### src/rtl/sipo_pkg.sv
// Shared constants and sizing helper for the serial-in parallel-out converter.
package sipo_pkg;

    localparam int SIPO_DEF_WIDTH = 8;

    function automatic int cnt_w(input int width);
        return $clog2(width);
    endfunction

endpackage

### src/rtl/sipo_bit_counter.sv
// Free-running bit counter for sipo_special; last_bit marks the final bit of a frame.
module sipo_bit_counter
    import sipo_pkg::*;
#(
    parameter int WIDTH = SIPO_DEF_WIDTH
) (
    input  logic clock,
    input  logic reset,
    output logic last_bit
);

    localparam int             CW   = cnt_w(WIDTH);
    localparam logic [CW-1:0]  LAST = CW'(WIDTH - 1);

    logic [CW-1:0] bit_cnt;

    // Explicit wrap keeps non-power-of-two widths in range 0..WIDTH-1.
    always_ff @(posedge clock or posedge reset) begin
        if (reset)         bit_cnt <= '0;
        else if (last_bit) bit_cnt <= '0;
        else               bit_cnt <= bit_cnt + CW'(1);
    end

    assign last_bit = (bit_cnt == LAST);

endmodule

### src/rtl/sipo_special.sv
// Serial-in parallel-out converter that publishes a word once per WIDTH-bit frame.
// Optional one-cycle frame_done strobe is enabled with macro SIPO_FRAME_STROBE_EN.
module sipo_special
    import sipo_pkg::*;
#(
    parameter int WIDTH     = SIPO_DEF_WIDTH,
    parameter bit MSB_FIRST = 1'b1
) (
    input  logic             clock,
    input  logic             reset,
    input  logic             d_in,
    output logic [WIDTH-1:0] d_out
`ifdef SIPO_FRAME_STROBE_EN
    ,
    output logic             frame_done
`endif
);

    logic [WIDTH-1:0] shift_reg;
    logic [WIDTH-1:0] shift_next;
    logic             last_bit;

    sipo_bit_counter #(.WIDTH(WIDTH)) u_cnt (
        .clock    (clock),
        .reset    (reset),
        .last_bit (last_bit)
    );

    generate
        if (MSB_FIRST) begin : g_msb
            assign shift_next = {shift_reg[WIDTH-2:0], d_in};
        end else begin : g_lsb
            assign shift_next = {d_in, shift_reg[WIDTH-1:1]};
        end
    endgenerate

    // d_out takes shift_next so the frame's final bit is included on the same edge.
    always_ff @(posedge clock or posedge reset) begin
        if (reset) begin
            shift_reg <= '0;
            d_out     <= '0;
        end else begin
            shift_reg <= shift_next;
            if (last_bit) d_out <= shift_next;
        end
    end

`ifdef SIPO_FRAME_STROBE_EN
    always_ff @(posedge clock or posedge reset) begin
        if (reset) frame_done <= 1'b0;
        else       frame_done <= last_bit;
    end
`endif

endmodule

### config.mk
export PLATFORM = sky130hd
export DESIGN_NAME = sipo_special
export DESIGN_NICKNAME = d
export VERILOG_FILES = /design/src/rtl/sipo_pkg.sv /design/src/rtl/sipo_bit_counter.sv /design/src/rtl/sipo_special.sv
export SDC_FILE = /design/constraint.sdc
export NUM_CORES = 1
export LEC_CHECK = 0
export CAP_MARGIN = 20
export CORE_ASPECT_RATIO = 0.75
export CORE_UTILIZATION = 30
export DETAILED_ROUTE_END_ITERATION = 12
export PLACE_DENSITY = 0.54
export SLEW_MARGIN = 20
export SYNTH_ARGS = -nofsm -noshare
export SYNTH_HDL_FRONTEND = slang
export SYNTH_SLANG_ARGS = --single-unit
### constraint.sdc
create_clock -name clock -period 1.87 [get_ports clock]
set_clock_uncertainty 0.15 [all_clocks]
set_input_delay 0.374 -clock clock [delete_from_list [all_inputs] [get_ports clock]]
set_output_delay 0.374 -clock clock [all_outputs]
set_load 0.005 [all_outputs]
==> results.tsv, run 1 <==
metric	value	unit
status	completed	
CTS tree	yes	
Setup Viol. Count Final	0	
Worst R2R Path Depth	3	
Primary FF master, synth	dfrtp_1	
DIE AREA	0.002235	mm^2
dpl cell area	730.7	um^2
Pwr Total	0.6903	mW
Seq/Total Area, Yosys	0.7332	
max reg flops	8	
Syn Nets	36	
fin util	0.4210	
Hold Fails Final Rpt	0	
most numerous cell in the Yosys netlist	dfrtp_1	
CTS Hold Bufs	0	
# clock sinks	18	
gpl congestion	0.6767	
post-synth cell types	6	
CP Capture Type	primary output	
asr flop ratio synth	1.000	
ant diodes	0	
CTS Buf Count	3	
DRC	0	
Synth Area in Simple Gates	0.006110	
critical-path cell list	clkdlybuf4s50_1	
mux contribution to synthesized area	0.1955	
largest net degree at the start of global routing	19	
I/O pins	11	
Vias/cell	4.136	
Crit-path slowest cell	clkdlybuf4s50_1	
Max Clk Rate	0.5853	GHz
global-route wire length before repair	1338	um
crit share post-route	0.9137	
critical path launch point type	flip-flop	
clock-pin slew on the worst setup and hold paths	0.10	ns
Synth top area share	0.7332	
Final Slew Violations	0	
post-synthesis adder-cell area fraction	0.04073	
Compound-Gate Fraction of Synth Area	0	
XOR/XNOR share of the synthesized area	0	
CP delay by family, top	buffers and inverters	
maximum fanout along the worst path	2	
Max Cap Viol	0	
Detailed Route WL	865	um
grt total ovfl	0	
Yosys reg bits	18	
number of flops mapped to enable cells by yosys	0	
Worst Hold Class	flip-flop to flip-flop	
Die Ht	41.19	um
Leakage Power	0.3545	nW
First-pass DRT Iterations	1	
Clk Latency, worst-skew pair	0.29	ns
Initial DRC Count	0	
main area contributors after synthesis	dfrtp_1 (73%), mux2_4 (20%), ha_1 (4.1%)	
Initial Util	0.3372	
vias in the first global route	278	
post-DP HPWL	587.3	um
die span in x	54.26	um
slew margin rel.	0.5452	
post-CTS setup buffer count	0	
Clock Tree Buf Depth	2	
initial antenna violation count	0	
Overall Global Routing Usage	0.09698	
Power Density	900.0	mW/mm^2
Crit path depth	1	
final hold slack	0.2351	ns
Synth area leader	dfrtp_1	
setup TNS	0	ns
H-tree levels	1	
WL/cell	13.11	um
IO buf count	10	
via count	273	
Layout Nets	50	
YS warnings	0	
Finished Cell Area	767.0	um^2
CP Data Required Time	1.35	ns
Synth top cells by count	dfrtp_1 (18), mux2_4 (8), ha_1 (2)	
RSZ-0062 raised after global routing	false	
ratio of cells with drive above 1 in the final layout	0.2727	
Post-Syn Area per Cell	19.82	um^2
Root Buffer	clkbuf_4	
peak supply drop	0.0004099	V
Post-Syn Area	614.3	um^2
post-cts repair resize count	0	
Critical Path AT	1.18	ns
Core ar.	0.001822	mm^2
CP Buf/Inv Count	1	
min cycle time layout	1.709	ns
hold path cells	0	
Post-Synthesis Cells	31	
Layout area overhead	24.85	%
combinational family with the most area after synthesis	multiplexers	
Core Rows	13	
Post-DRT Antenna Nets	0	
critical path's largest stage delay	0.51	ns
kind of critical path	flip-flop to primary output	
worst slew pin tran	0.6815	ns
-- final timing paths --
path | startpoint | endpoint | slack, ns
max | d_out[1] | d_out[1] | 0.16
min | shift_reg[0] | shift_reg[1] | 0.24
max reg2reg | u_cnt.bit_cnt[0] | d_out[0] | 0.25
min reg2reg | shift_reg[0] | shift_reg[1] | 0.24
max in group asynchronous | reset | shift_reg[1] | 0.81
min in group asynchronous | reset | shift_reg[6] | 0.33
-- cells by family (layout without fill, tap and decap cells) --
family,count (synthesis),in the layout
fa+ha+maj,2,2
buf+inv,2,15
flops,18,18
mux,8,8
simple gates,1,1
-- cell usage in the layout, fill, tap and decap left out --
cell	count
clkdlybuf4s50_1	10
dfrtp_1	18
clkbuf_8	1
mux2_4	8
ha_1	2
clkbuf_4	3
nor2_1	1
inv_1	1
-- cell type report --
| class | instances | area, um^2 |
|---|---|---|
| inverter | 1 | 3.754 |
| sequential | 18 | 450.4 |
| timing repair buffer | 10 | 100.1 |
| fill | 171 | 1055 |
| clock buffer | 4 | 36.28 |
| tap | 22 | 27.53 |
| multi-input combinational | 11 | 148.9 |
-- routing by layer --
metal / share of wire / up-vias / global-route usage
li1: - / 130 / -
met1: 0.47 / 133 / 0.1144
met2: 0.44 / 10 / 0.1341
met3: 0.088 / 0 / 0.08148
met4: 0 / 0 / 0.01923
met5: 0 / - / 0
-- where the power goes --
part	leakage, nW	switching (mW)	internal [mW]
registers	0.213	0.00891	0.405
logic	0.121	0.0145	0.0293
clock network	0.0210	0.113	0.119
-- through the flow --
step / std cells / setup WS, ns
6_report: 66 / 0.1614
5_1_grt: 66 / 0.1222
4_1_cts: 66 / 0.1561
3_5_place_dp: 62 / 0.2447
3_3_place_gp: 62 / 0.3031
2_1_floorplan: 31 / 0.4409
Note: power is estimated with default switching activity, not from simulation.
==> inputs of run 2 (changes only) <==
--- a/config.mk
+++ b/config.mk
@@ -6,10 +6,9 @@
 export NUM_CORES = 1
 export LEC_CHECK = 0
 export CAP_MARGIN = 20
-export CORE_ASPECT_RATIO = 0.75
-export CORE_UTILIZATION = 30
+export CORE_UTILIZATION = 45
 export DETAILED_ROUTE_END_ITERATION = 12
-export PLACE_DENSITY = 0.54
+export PLACE_DENSITY = 0.74
 export SLEW_MARGIN = 20
 export SYNTH_ARGS = -nofsm -noshare
 export SYNTH_HDL_FRONTEND = slang
==> constraint.sdc (replaced) <==
create_clock -name clock -period 2 [get_ports clock]
set_clock_uncertainty 0.15 [all_clocks]
set_input_delay 0.4 -clock clock [delete_from_list [all_inputs] [get_ports clock]]
set_output_delay 0.4 -clock clock [all_outputs]
set_load 0.005 [all_outputs]
==> run 2 against run 1 <==
Critical path depth did not move. Register-to-register slack improved by 0.07 ns. Cell area fell by 1.3%. Cell count fell by 12%. Via count rose by 9.2%. Hold slack improved by 0.0070 ns. Largest cell class unchanged.
==> results.tsv, run 2 (synthesis gave the netlist of run 1 again) <==
metric	value	unit	change
Layout Nets	50		unchanged
hold path cells	0		unchanged
worst slew pin tran	0.6443	ns	-0.03712 ns
DRC	0		unchanged
slew margin rel.	0.5700		+0.02477
commonest non-fill, non-tap cells in the layout	dfrtp_1 (18), clkdlybuf4s50_1 (10), mux2_4 (8)		
Layout area overhead	23.22	%	
WL/cell	16.71	um	+27%
Detailed Route WL	969	um	+12%
Power Density	852.3	mW/mm^2	-5.3%
I/O pins	11		unchanged
final hold slack	0.2421	ns	+0.007010 ns
Initial Util	0.5179		+0.1807
Clk Latency, worst-skew pair	0.29	ns	about the same
FF-to-FF End	d_out[1]		
Worst R2R Path Depth	3		unchanged
Crit-path slowest cell	clkdlybuf4s50_1		
post-DP HPWL	710.9	um	+21%
Setup Viol. Count Final	0		unchanged
fillers	85		-50%
Final Slew Violations	0		unchanged
Die Ht	38.95	um	-5.4%
status	completed		
CP delay by family, top	buffers and inverters		
RSZ-0062 raised after global routing	false		
maximum fanout along the worst path	2		unchanged
die span in x	38.95	um	-28%
Vias/cell	5.138		+24%
First-pass DRT Iterations	4		+3
# clock sinks	18		unchanged
peak supply drop	0.0004906	V	+20%
global-route wire length before repair	1580	um	+18%
CP Data Required Time	1.45	ns	+0.10 ns
DIE AREA	0.001517	mm^2	-32%
CTS Hold Bufs	0		unchanged
ant diodes	0		unchanged
Hold Fails Final Rpt	0		unchanged
critical-path cell list	clkdlybuf4s50_1		
CTS Buf Count	3		unchanged
vias in the first global route	323		+16%
Core ar.	0.001186	mm^2	-35%
Critical Path AT	1.18	ns	about the same
Post-DRT Antenna Nets	0		unchanged
r2r setup slk	0.32	ns	+0.07 ns
Root Buffer	clkbuf_4		
worst setup margin	0.2726	ns	+0.1112 ns
Initial DRC Count	3		+3
Top Layer Used	met3		
grt total ovfl	0		unchanged
clock-pin slew on the worst setup and hold paths	0.10	ns	about the same
critical path launch point type	flip-flop		
worst min-delay path startpoint	shift_reg[5]		
met3 wire length	47	um	-38%
DR WL met2	547	um	+43%
M1 WL	374	um	-7.7%
Worst Hold Class	flip-flop to flip-flop		
post-cts repair resize count	0		unchanged
min cycle time layout	1.727	ns	
largest net degree at the start of global routing	19		unchanged
max reg flops	8		unchanged
ratio of cells with drive above 1 in the final layout	0.2727		unchanged
initial antenna violation count	0		unchanged
post-CTS setup buffer count	0		unchanged
IO buf count	10		unchanged
CTS tree	yes		
Core Rows	12		-1
Overall Global Routing Usage	0.1832		+0.08618
most common cell after layout, fill and taps aside	dfrtp_1		
CP Capture Type	primary output		
critical path's largest stage delay	0.51	ns	about the same
Max Cap Viol	0		unchanged
Max Clk Rate	0.5789	GHz	
kind of critical path	flip-flop to primary output		
via count	298		+9.2%
crit share post-route	0.8637		
Place WS	0.3464	ns	+0.1016 ns
fin util	0.6382		+0.2172
CP Buf/Inv Count	1		unchanged
FF-to-FF Start	u_cnt.bit_cnt[0]		
H-tree levels	1		unchanged
Clock Tree Buf Depth	2		unchanged
WHS Endpoint	shift_reg[6]		
Leakage Power	0.3545	nW	unchanged
gpl congestion	0.6927		+2.4%
setup TNS	0	ns	unchanged
## run 2: how the worst max path moves through the flow
stage,from,endpoint,slack (ns),cells after the start
after floorplan,u_cnt.bit_cnt[0],d_out[0],0.57,4
after global placement,u_cnt.bit_cnt[0],d_out[2],0.45,3
after detailed placement,u_cnt.bit_cnt[0],d_out[2],0.35,3
after CTS,d_out[1],d_out[1],0.26,1
after global routing,d_out[1],d_out[1],0.21,1
final,d_out[0],d_out[0],0.27,1
## run 2: metrics by stage
stage | total power [mW] | area (um^2) | instances
5_1_grt | 0.6823 | 757.0 | 58
3_3_place_gp | 0.4336 | 720.7 | 54
3_5_place_dp | 0.4373 | 720.7 | 54
6_report | 0.6452 | 757.0 | 58
2_1_floorplan | 0.4107 | 614.3 | 31
4_1_cts | 0.6503 | 757.0 | 58
## run 2: report_power, final
group          leakage (nW)  total, mW  internal [mW]  switching, mW
Sequential            0.213      0.389          0.379        0.00958
Combinational         0.121     0.0410         0.0274         0.0136
Clock                0.0210      0.216          0.111          0.105
## run 2: metal layers
layer	global-route usage	up-vias
li1	-	132
met1	0.1892	153
met2	0.3000	13
met3	0.08671	0
met4	0.1034	0
met5	0	-
## run 2: cell type report
class | count | area (um^2) | share of cell area
sequential | 18 | 450.4 | 0.5950
multi-input combinational | 11 | 148.9 | 0.1967
timing repair buffer | 10 | 100.1 | 0.1322
clock buffer | 4 | 36.28 | 0.04793
tap | 14 | 17.52 | 0.02314
inverter | 1 | 3.754 | 0.004959
